<file path="config.mk">
export PLATFORM = sky130hd
export DESIGN_NAME = frame_ctrl
export DESIGN_NICKNAME = d
export VERILOG_FILES = /design/src/rtl/frame_ctrl.sv
export SDC_FILE = /design/constraint.sdc
export NUM_CORES = 1
export LEC_CHECK = 0
export BUFFER_PORTS_ARGS = -buffer_cell sky130_fd_sc_hd__buf_2
export CORE_MARGIN = 10
export CORE_UTILIZATION = 55
export CTS_BUF_LIST = sky130_fd_sc_hd__clkbuf_8
export DETAILED_ROUTE_END_ITERATION = 7
export PLACE_DENSITY_LB_ADDON = 0.25
export SLEW_MARGIN = 30
export SYNTH_ARGS = -nofsm -noshare
export SYNTH_HDL_FRONTEND = slang
export SYNTH_SLANG_ARGS = --single-unit
</file>
<file path="constraint.sdc">
create_clock -name clk -period 3.65 [get_ports clk]
set_input_delay 0.1825 -clock clk [delete_from_list [all_inputs] [get_ports clk]]
set_output_delay 0.1825 -clock clk [all_outputs]
set_load 0.02 [all_outputs]
</file>
<file path="src/rtl/frame_ctrl.sv">
// Pixel-array frame sequencer: erase -> expose -> convert -> read, with abort and frame counting.
// Optional continuous mode (input cont) is enabled by defining FRAME_CTRL_CONTINUOUS_EN.
module frame_ctrl #(
  parameter int unsigned PIXEL_COUNT = 4,
  parameter int unsigned EXP_W       = 16
) (
  input  logic                           clk,
  input  logic                           reset,
  input  logic                           start,
  input  logic                           abort,
  input  logic [7:0]                     cfg_erase,
  input  logic [EXP_W-1:0]               cfg_expose,
  input  logic [7:0]                     cfg_convert,
  input  logic                           out_ready,
`ifdef FRAME_CTRL_CONTINUOUS_EN
  input  logic                           cont,
`endif
  output logic                           erase,
  output logic                           expose,
  output logic                           convert,
  output logic                           read,
  output logic [$clog2(PIXEL_COUNT)-1:0] pixel_select,
  output logic                           pix_valid,
  output logic                           busy,
  output logic                           frame_done,
  output logic [15:0]                    frame_cnt
);

  localparam int unsigned PW = $clog2(PIXEL_COUNT);
  localparam int unsigned CW = (EXP_W > 8) ? EXP_W : 8;
  localparam logic [PW-1:0] LAST_PIX = PW'(PIXEL_COUNT - 1);
  localparam logic [PW-1:0] PIX_ONE  = PW'(1);
  localparam logic [CW-1:0] CNT_ONE  = CW'(1);

  typedef enum logic [2:0] {
    IDLE,
    ERASE,
    EXPOSE,
    CONVERT,
    READ
  } state_t;

  state_t             state, state_n;
  logic [CW-1:0]      cnt, cnt_n;
  logic [PW-1:0]      pix_n;
  logic               done_n;
  logic               cnt_up;
  logic               latch;
  logic               cont_i;
  logic [EXP_W-1:0]   sh_expose;
  logic [7:0]         sh_convert;

`ifdef FRAME_CTRL_CONTINUOUS_EN
  assign cont_i = cont;
`else
  assign cont_i = 1'b0;
`endif

  // Phase counter holds remaining cycles minus one; a zero length still yields one cycle.
  function automatic logic [CW-1:0] len_m1(input logic [CW-1:0] v);
    return (v == '0) ? '0 : v - CNT_ONE;
  endfunction

  always_ff @(posedge clk or posedge reset) begin
    if (reset) begin
      state        <= IDLE;
      cnt          <= '0;
      pixel_select <= '0;
      frame_done   <= 1'b0;
      frame_cnt    <= '0;
      sh_expose    <= '0;
      sh_convert   <= '0;
    end else begin
      state        <= state_n;
      cnt          <= cnt_n;
      pixel_select <= pix_n;
      frame_done   <= done_n;
      if (cnt_up)
        frame_cnt <= frame_cnt + 16'd1;
      if (latch) begin
        sh_expose  <= cfg_expose;
        sh_convert <= cfg_convert;
      end
    end
  end

  always_comb begin
    state_n = state;
    cnt_n   = cnt;
    pix_n   = pixel_select;
    done_n  = 1'b0;
    cnt_up  = 1'b0;
    latch   = 1'b0;
    if (abort && (state != IDLE)) begin
      state_n = IDLE;
      cnt_n   = '0;
      pix_n   = '0;
    end else begin
      unique case (state)
        IDLE: begin
          if (start && !abort) begin
            latch   = 1'b1;
            state_n = ERASE;
            cnt_n   = len_m1(CW'(cfg_erase));
          end
        end
        ERASE: begin
          if (cnt == '0) begin
            state_n = EXPOSE;
            cnt_n   = len_m1(CW'(sh_expose));
          end else begin
            cnt_n = cnt - CNT_ONE;
          end
        end
        EXPOSE: begin
          if (cnt == '0) begin
            state_n = CONVERT;
            cnt_n   = len_m1(CW'(sh_convert));
          end else begin
            cnt_n = cnt - CNT_ONE;
          end
        end
        CONVERT: begin
          if (cnt == '0) begin
            state_n = READ;
            pix_n   = '0;
          end else begin
            cnt_n = cnt - CNT_ONE;
          end
        end
        READ: begin
          if (out_ready) begin
            if (pixel_select == LAST_PIX) begin
              done_n = 1'b1;
              cnt_up = 1'b1;
              pix_n  = '0;
              // Back-to-back frames re-latch configuration on the completing edge.
              if (cont_i) begin
                latch   = 1'b1;
                state_n = ERASE;
                cnt_n   = len_m1(CW'(cfg_erase));
              end else begin
                state_n = IDLE;
              end
            end else begin
              pix_n = pixel_select + PIX_ONE;
            end
          end
        end
        default: begin
          state_n = IDLE;
          cnt_n   = '0;
          pix_n   = '0;
        end
      endcase
    end
  end

  assign erase     = (state == ERASE);
  assign expose    = (state == EXPOSE);
  assign convert   = (state == CONVERT);
  assign read      = (state == READ);
  assign pix_valid = (state == READ);
  assign busy      = (state != IDLE);

endmodule

</file>
# Yosys cells after proc, flatten, opt, wreduce, memory -nomap -nowiden
# Cells that the tools add are included.
# word_totals
reg_bits	62
elab_cells	69
inputBits	37
# classes
mux	29
add_sub_neg	6
reduce_logical	13
n_eq_ne	14
# op_table
cell	n
16-bit two-way mux	8
16-bit one-hot mux with 5 select lines	1
16-bit logical NOT	2
16-bit by 1-bit subtractor with 16-bit output (second input constant)	2
3-bit two-way mux	7
8-bit by 1-bit subtractor with 9-bit output (second input constant)	2
16-bit by 1-bit adder with 16-bit output (second input constant)	1
8-bit logical NOT	2
3-bit one-hot mux with 5 select lines	1
3-bit by 1-bit != test with 1-bit output (second input constant)	4
2-bit two-way mux	4
1-bit two-way mux	7
3-bit by 2-bit == test with 1-bit output (second input constant)	2
3-bit != test (second input constant)	2
2-bit one-hot mux with 3 select lines	1
3-bit AND reduction	2
6-bit AND reduction	1
2-bit by 1-bit != test with 1-bit output (second input constant)	2
3-bit by 1-bit == test with 1-bit output (second input constant)	1
3-bit == test (second input constant)	1
3-bit logical NOT	1
3-bit by 2-bit != test with 1-bit output (second input constant)	1
3-bit nonzero test	1
3-bit OR reduction	1
4 further kinds	5

# Depth between registers and ports, before layout
# Gate-level depths: netlist of the first run.
# depth
ltp_word	5
depth_mapped	10

# Worst setup path before layout of the first run
# Ideal clock, no wire load.
# synth_timing
kind	reg-to-reg
from	reg state[0]
to	reg cnt[6]
path_slack_ns	1.328
stages_incl_launch_ff	7
required_time_ns	3.573
setup_ns	0.077
arrival_ns	2.245
cell_sequence	dfrtp_1 > clkbuf_1 > nor3b_1 > o211ai_1 > a21oi_1 > nor3_1 > a21oi_1
# synth_lines
element	line	rtl
start: declaration	43	state_t state, state_n;
start signal: assignment	74	state <= state_n;
3-bit by 1-bit == test with 1-bit output	--	
net erase	18	output logic erase,
16-bit one-hot mux with 5 select lines	99	unique case (state)
16-bit two-way mux	94	if (abort && (state != IDLE)) begin
end signal: assignment	75	cnt <= cnt_n;
end: declaration	44	logic [CW-1:0] cnt, cnt_n;
# The timed path passes the listed nets, and every way through them passes these cells.
# A chain may end at the register's enable or synchronous reset.

# Final worst setup path of the first run
# layout_timing
from	reg cnt[0]
to	reg cnt[8]
# layout_via
elab_chain_len	4
# layout_rtl
element	line
16-bit by 1-bit subtractor with 16-bit output or 16-bit logical NOT (tied branches)	--
16-bit two-way mux, on equally long branches	124, 108, 116
16-bit one-hot mux with 5 select lines	99
16-bit two-way mux	94
# Parallel ways exist; a longest one is shown, timed or not. The select of a mux whose other input is x is not followed.

==> impl_metrics.py, run 1 <==
metrics = {
    "worst_hold_path": {
        "hold_class": "in -> reg",
    },
    "global_routing": {
        "busiest_layer": "met2",
        "first_global_vias": 3340,
        "use_met3": 0.0520,
        "grt_max_degree": 33,
        "grt_overflow": 0,
        "met1_usage": 0.234,
        "antenna_found_initial": 0,
        "grtUsageTotal": 0.180,
        "grt_pass1_wl_um": 16500,
        "use_met2": 0.278,
    },
    "synth": {
        "synth_ff_type": "dfrtp_1",
        "syn_inst": 424,
        "ys_ff_latch": 62,
        "synth_cell_types": 62,
        "synth_warnings": 0,
        "synth_edf_count": 0,
        "synthSimpleGateAreaFrac": 0.243,
        "synth-xor-area-share": 0.0827,
        "synthAdderAreaFrac": 0.0284,
        "mappedNetlistNets": 469,
        "synth_mux_area_frac": 0.0872,
        "synth-compound-area-share": 0.125,
        "synth_top_family_by_area": "simple AND/OR/NAND/NOR gates",
        "netlist_area_um2": 3920,
        "syn_avg_cell_area_um2": 9.24,
        "async_reset_ff_frac": 1.00,
        "yosysSeqAreaShare": 0.396,
    },
    "cells_and_area": {
        "final_common_cell": "dfrtp_1",
        "stdcell_count": 588,
        "drive_above_1_share": 0.244,
        "area_growth_pct": 15.4,
        "multiInputGateArea_um2": 2220,
        "finish.net_count": 532,
        "final_area_um2": 4520,
        "fillCellCount": 544,
        "post-route-util": 0.658,
        "num_antenna_cells": 0,
        "seq_area_um2": 1550,
        "final_cell_mix": "62 x dfrtp_1, 61 x buf_2, 49 x nand2_1",
    },
    "die": {
        "die_width_um": 104,
        "ios": 62,
        "die_area_um2": 10900,
        "rows": 30,
        "die_h_um": 104,
        "initial_core_util": 0.570,
        "coreArea_um2": 6870,
    },
    "detailed_routing": {
        "drtIter0Drc": 207,
        "wl_um": 9740,
        "drc": 0,
        "routed_via_density": 5.78,
        "num_vias": 3397,
        "drt-pass1-iter-count": 5,
        "ant_nets": 0,
        "routedWlPerCell_um": 16.6,
    },
    "setup_path": {
        "worstPathArrival_ns": 2.98,
        "worstSetupStartpointType": "register",
        "crit_type": "reg -> reg",
        "cp-end-kind": "register",
        "cp_data_required_time_ns": 3.88,
        "worstPathMaxFanout": 14,
    },
    "timing": {
        "fin_crit_sh": 0.753,
        "relSlewSlack": 0.374,
        "fin_worst_skew_ns": 0.00797,
        "drv_slew": 0,
        "whs_ns": 0.0404,
        "hold_violations": 0,
        "setup_tns_ns": 0,
        "rsz0062_at_grt": "false",
        "fin_crit_ns": 2.75,
        "tightest_slew_ns": 0.939,
        "setup_violations": 0,
        "max_clock_freq_ghz": 0.364,
    },
    "clock_tree": {
        "cts_num_sinks": 62,
        "clk-insertion-delay-late_ns": 0.35,
        "cts_buffers": 9,
        "clock_path_buffers": 2,
        "post_cts_buffers": 0,
        "root_buffer": "clkbuf_8",
        "htree_levels": 3,
        "path_clk_slew_ns": 0.08,
        "cts_resized": 0,
        "cts_tree": "done",
    },
    "placement": {
        "io_buffers": 61,
        "place_inst": 571,
        "gp_congestion": 0.909,
        "place_area_um2": 4310,
        "dpl.hpwl_um": 7360,
    },
    "job": {
        "maxCapViolCount": 0,
    },
    "power": {
        "peakVddDrop_v": 0.000384,
        "power.density_nw_per_um2": 581,
        "leakagePower_nw": 2.04,
    },
    "status": {
        "status": "complete, no violations",
    },
}
-- repair_timing --
item | CTS | global route
endpoints found under the setup margin | 0 | 0
hold endpoints to repair | 31 | 0
hold buffers | 1 | 0
-- layout make-up --
| type | instances | share of cell area |
|---|---|---|
| multi-input combinational | 326 | 0.490 |
| inverter | 20 | 0.0166 |
| timing repair buffer | 68 | 0.0797 |
| tap | 96 | 0.0266 |
| clock inverter | 7 | 0.0163 |
| sequential | 62 | 0.343 |
| clock buffer | 9 | 0.0274 |
-- critical path, cell delays in order, from the launching register on --
cell and delay (ns):
dfrtp_1 0.41, inv_1 0.08, ha_1 0.19, nor4b_1 0.15, and4_1 0.21, buf_4 0.19, a21oi_1 0.74, nand2_1 0.25
o311ai_0 0.41
-- per-layer routing --
layer  up-vias  wire [um]  part of all wire
li1       1660          -                 -
met3        21        659             0.068
met2       124       4530              0.47
met4         0        208             0.021
met1      1592       4340              0.45
met5         -          0                 0
-- through the flow --
step	power, W	setup slack, ns
2_1_floorplan	0.00174	1.33
3_3_place_gp	0.00197	1.09
3_5_place_dp	0.00200	0.973
4_1_cts	0.00262	0.928
5_1_grt	0.00281	0.766
6_report	0.00263	0.901
-- final timing paths --
kind	start	end	slack (ns)	cells past startpoint
setup / recovery	cnt[0]$_DFFE_PP0P_	cnt[8]$_DFFE_PP0P_	0.90	8
hold / removal	cfg_convert[0]	sh_convert[0]$_DFFE_PP0P_	0.04	2
setup reg to reg	cnt[0]$_DFFE_PP0P_	cnt[8]$_DFFE_PP0P_	0.90	8
hold reg to reg	frame_cnt[7]$_DFFE_PP0P_	frame_cnt[7]$_DFFE_PP0P_	0.49	1
max in group asynchronous	reset	frame_cnt[14]$_DFFE_PP0P_	2.28	4
min in group asynchronous	reset	frame_cnt[2]$_DFFE_PP0P_	0.50	3
-- state kept, by name, indices dropped and copies added (netlist names) --
register      count
cnt              16
frame_cnt        16
frame_done        1
pixel_select      2
sh_convert        8
sh_expose        16
state             3
-- power breakdown --
part           switching, W  internal (W)  leakage (nW)
combinational      0.000517      0.000436          1.15
sequential         0.000222      0.000833         0.799
clock              0.000304      0.000316        0.0879
-- Yosys cell counts, types with 3 or more instances --
library cell	n	share of area
dfrtp_1	62	0.40
nand2_1	49	0.047
nor2_1	39	0.037
mux2_2	21	0.060
xnor2_1	21	0.047
inv_1	20	0.019
o21ai_0	17	0.022
xor2_1	16	0.036
a21oi_1	14	0.018
nand3_1	13	0.017
nor3_1	13	0.017
ha_1	8	0.026
clkbuf_1	7	0.0067
o211ai_1	7	0.013
and3_1	6	0.0096
buf_2	6	0.0077
mux2i_1	6	0.015
nor4_1	6	0.0096
o31ai_1	6	0.011
nand4_1	5	0.0080
o22ai_1	5	0.0080
mux2_1	4	0.011
nand3b_1	4	0.0077
a31oi_1	3	0.0048
and4_1	3	0.0067
nand2b_1	3	0.0048
nor2b_1	3	0.0048
nor4b_1	3	0.0067
o21ai_1	3	0.0038
or3_1	3	0.0048
or3b_1	3	0.0067
or4_1	3	0.0057
-- logic make-up (layout without fill, tap and decap cells) --
| group | after synthesis | count (layout) |
|---|---|---|
| xor gates and xnor gates | 37 | 37 |
| AOI/OAI and AO/OA | 74 | 74 |
| buffers and inverters | 36 | 104 |
| adders and majority gates | 9 | 9 |
| DFF | 62 | 62 |
| and+or+nand+nor | 175 | 175 |
| muxes | 31 | 31 |
No activity file was read; power rests on OpenSTA's default activity.
==> run 2: changes to the inputs <==
--- a/config.mk
+++ b/config.mk
@@ -5,9 +5,10 @@
 export SDC_FILE = /design/constraint.sdc
 export NUM_CORES = 1
 export LEC_CHECK = 0
+export ABC_AREA = 1
 export BUFFER_PORTS_ARGS = -buffer_cell sky130_fd_sc_hd__buf_2
 export CORE_MARGIN = 10
-export CORE_UTILIZATION = 55
+export CORE_UTILIZATION = 54
 export CTS_BUF_LIST = sky130_fd_sc_hd__clkbuf_8
 export DETAILED_ROUTE_END_ITERATION = 7
 export PLACE_DENSITY_LB_ADDON = 0.25
==> constraint.sdc (replaced) <==
create_clock -name clk -period 2.24 [get_ports clk]
set_input_delay 0.112 -clock clk [delete_from_list [all_inputs] [get_ports clk]]
set_output_delay 0.112 -clock clk [all_outputs]
set_load 0.02 [all_outputs]
==> impl_metrics.py, run 2 <==
metrics = {
    "setup_path": {
        "worstSetupStartpointType": "register",
        "worstPathArrival_ns": 2.19,
        "worstPathMaxFanout": 8,
        "slowest_stage": "nor2_2",
        "cp-end-kind": "register",
        "cp_data_required_time_ns": 2.48,
        "crit_type": "reg -> reg",
        "slowest_delay_ns": 0.40,
        "crit_chain": "inv_1 -> ha_1 -> inv_1 -> nor2_1 -> nand4_1 -> nor2_2 -> o21ai_0 -> nand2_1 -> nand3b_1 -> nand2_1 -> nand2_1",
        "reg2reg_setup_slack_ns": 0.29,
        "timing.critical_path.mode_cell": "nand2_1",
    },
    "power": {
        "power.switching_w": 0.00313,
        "p_comb_frac": 0.538,
        "p_seq_frac": 0.291,
        "peakVddDrop_v": 0.000590,
        "switching_share": 0.489,
        "intPower_w": 0.00327,
        "leakagePower_nw": 2.77,
        "power.density_nw_per_um2": 1220,
        "total_power_w": 0.00640,
        "clkPwrFrac": 0.171,
    },
    "timing": {
        "fin_crit_sh": 0.871,
        "setup_violations": 0,
        "max_clock_freq_ghz": 0.512,
        "fin_worst_skew_ns": 0.0104,
        "relSlewSlack": 0.583,
        "drv_slew": 0,
        "whs_ns": 0.0133,
        "setup_tns_ns": 0,
        "hold_violations": 0,
        "fin_crit_ns": 1.95,
        "rsz0062_at_grt": "false",
        "tightest_slew_ns": 0.624,
    },
    "synth": {
        "ys_ff_latch": 62,
        "syn_inst": 669,
        "synth_most_common_cell": "nand2_1",
        "mappedNetlistNets": 714,
        "synth_top_cells_by_area": "dfrtp_1 35%, nand2_1 16%, nor2_1 8.6%",
        "synth_warnings": 0,
        "syn_avg_cell_area_um2": 6.67,
        "synth_cell_types": 36,
        "synth_area_leader_cell": "dfrtp_1",
        "synth_edf_count": 0,
        "synth.top_cells.by_count": "188 x nand2_1, 102 x nor2_1, 77 x inv_1",
        "yosysTopAreaCellShare": 0.348,
        "async_reset_ff_frac": 1.00,
        "synth_ff_type": "dfrtp_1",
        "yosysSeqAreaShare": 0.348,
        "netlist_area_um2": 4460,
    },
    "global_routing": {
        "antenna_found_initial": 0,
        "grt_pass1_wl_um": 21100,
        "grt_overflow": 0,
        "grt_max_degree": 48,
        "grtUsageTotal": 0.200,
        "first_global_vias": 4381,
    },
    "cells_and_area": {
        "final_cell_mix": "187 x nand2_1, 101 x nor2_1, 77 x inv_1",
        "reg_top3": "cnt x16, frame_cnt x16, sh_expose x16",
        "final_common_cell": "nand2_1",
        "drive_above_1_share": 0.169,
        "seq_area_um2": 1550,
        "fillCellCount": 755,
        "num_antenna_cells": 0,
        "multiInputGateArea_um2": 2540,
        "area_growth_pct": 17.3,
        "finish.net_count": 791,
    },
    "clock_tree": {
        "cts_tree": "done",
        "cts_num_sinks": 62,
        "clock_path_buffers": 2,
        "clk-insertion-delay-late_ns": 0.35,
        "cts_buffers": 9,
        "htree_levels": 3,
        "path_clk_slew_ns": 0.07,
        "root_buffer": "clkbuf_8",
    },
    "placement": {
        "gp_congestion": 0.962,
        "io_buffers": 61,
        "dpl.hpwl_um": 9620,
    },
    "detailed_routing": {
        "ant_nets": 0,
        "drtIter0Drc": 227,
        "routed_via_density": 5.31,
        "drt-pass1-iter-count": 5,
        "wl_um": 12400,
        "routedWlPerCell_um": 14.5,
        "drc": 0,
        "num_vias": 4548,
    },
    "job": {
        "maxCapViolCount": 0,
    },
    "die": {
        "die_area_um2": 12300,
        "ios": 62,
        "die_h_um": 111,
        "initial_core_util": 0.549,
        "die_width_um": 111,
        "coreArea_um2": 8130,
        "rows": 33,
    },
    "status": {
        "status": "complete, no violations",
    },
    "worst_hold_path": {
        "hold_class": "in -> reg",
    },
}
-- run 2: cell count changes in the layout (fill, tap and decap cells not counted), sizes merged, moves of 7 or more --
cell   previous run  this run
o21ai            20        32
nor4              9         2
nand4             6        16
inv              21        85
a21oi            14        38
nand2            49       193
nand3            13        64
nor2             39       114
xnor2            21         9
mux2             25         1
-- run 2: layer usage --
layer,global-route usage,vias up,routed length [um]
li1,-,2295,-
met1,0.274,2086,5840
met2,0.307,151,5620
met3,0.0417,16,732
met4,0.0634,0,189
met5,0,-,0
-- run 2: final cells by class --
class | instances | area share
clock buffer | 9 | 0.0237
multi-input combinational | 512 | 0.486
inverter | 84 | 0.0602
tap | 105 | 0.0251
clock inverter | 7 | 0.0172
sequential | 62 | 0.296
timing repair buffer | 77 | 0.0913
-- run 2: per-stage QoR --
stage               area, um^2  cells  worst slack [ns]  utilization
CTS                       5220    856             0.206        0.642
floorplan                 4460    669             0.525            -
global route              5230    856            0.0288        0.643
finish                    5230    856             0.288        0.643
global placement          4940    834             0.328        0.608
detailed placement        4940    834             0.224        0.608
-- run 2: worst paths after layout --
kind | startpoint | endpoint | cells after the start
worst max-delay path | cnt[1]$_DFFE_PP0P_ | cnt[1]$_DFFE_PP0P_ | 11
worst min-delay path | cfg_expose[10] | sh_expose[10]$_DFFE_PP0P_ | 3
worst max register to register | cnt[1]$_DFFE_PP0P_ | cnt[1]$_DFFE_PP0P_ | 11
worst min register to register | cnt[1]$_DFFE_PP0P_ | cnt[1]$_DFFE_PP0P_ | 2
max in group asynchronous | reset | sh_expose[4]$_DFFE_PP0P_ | 4
min in group asynchronous | reset | pixel_select[0]$_DFFE_PP0P_ | 3
-- run 2: repair_timing --
action	4_1_cts	5_1_grt
hold buffers	6	0
resized for setup	0	4
setup buffers	0	0
setup endpoints to repair	0	7
hold endpoints to repair	32	0
-- run 2: cell families after synthesis --
kind of cell | count (synthesis) | synth area share
buffers and inverters | 95 | 0.0858
multiplexers | 1 | 0.00252
adder cells (fa/ha/maj) | 8 | 0.0224
AND/OR/NAND/NOR | 407 | 0.413
AO/OA/AOI/OAI | 74 | 0.0855
flip-flops | 62 | 0.348
XOR/XNOR | 22 | 0.0432
-- run 2: power by group through the flow --
stage	clock network, W	logic (W)	registers [W]
final	0.00110	0.00344	0.00186
after global routing	0.00118	0.00391	0.00191
after floorplan	0	0.00252	0.00177
after detailed placement	0	0.00337	0.00187
after global placement	0	0.00333	0.00185
after CTS	0.00112	0.00341	0.00185
-- run 2: critical path: cells and delay by family, from the launching register on --
kind,cells,cell delay [ns]
AOI/OAI and AO/OA,1,0.17
adders and majority gates,1,0.21
buffers and inverters,2,0.18
DFF,1,0.39
and+or+nand+nor,7,0.89
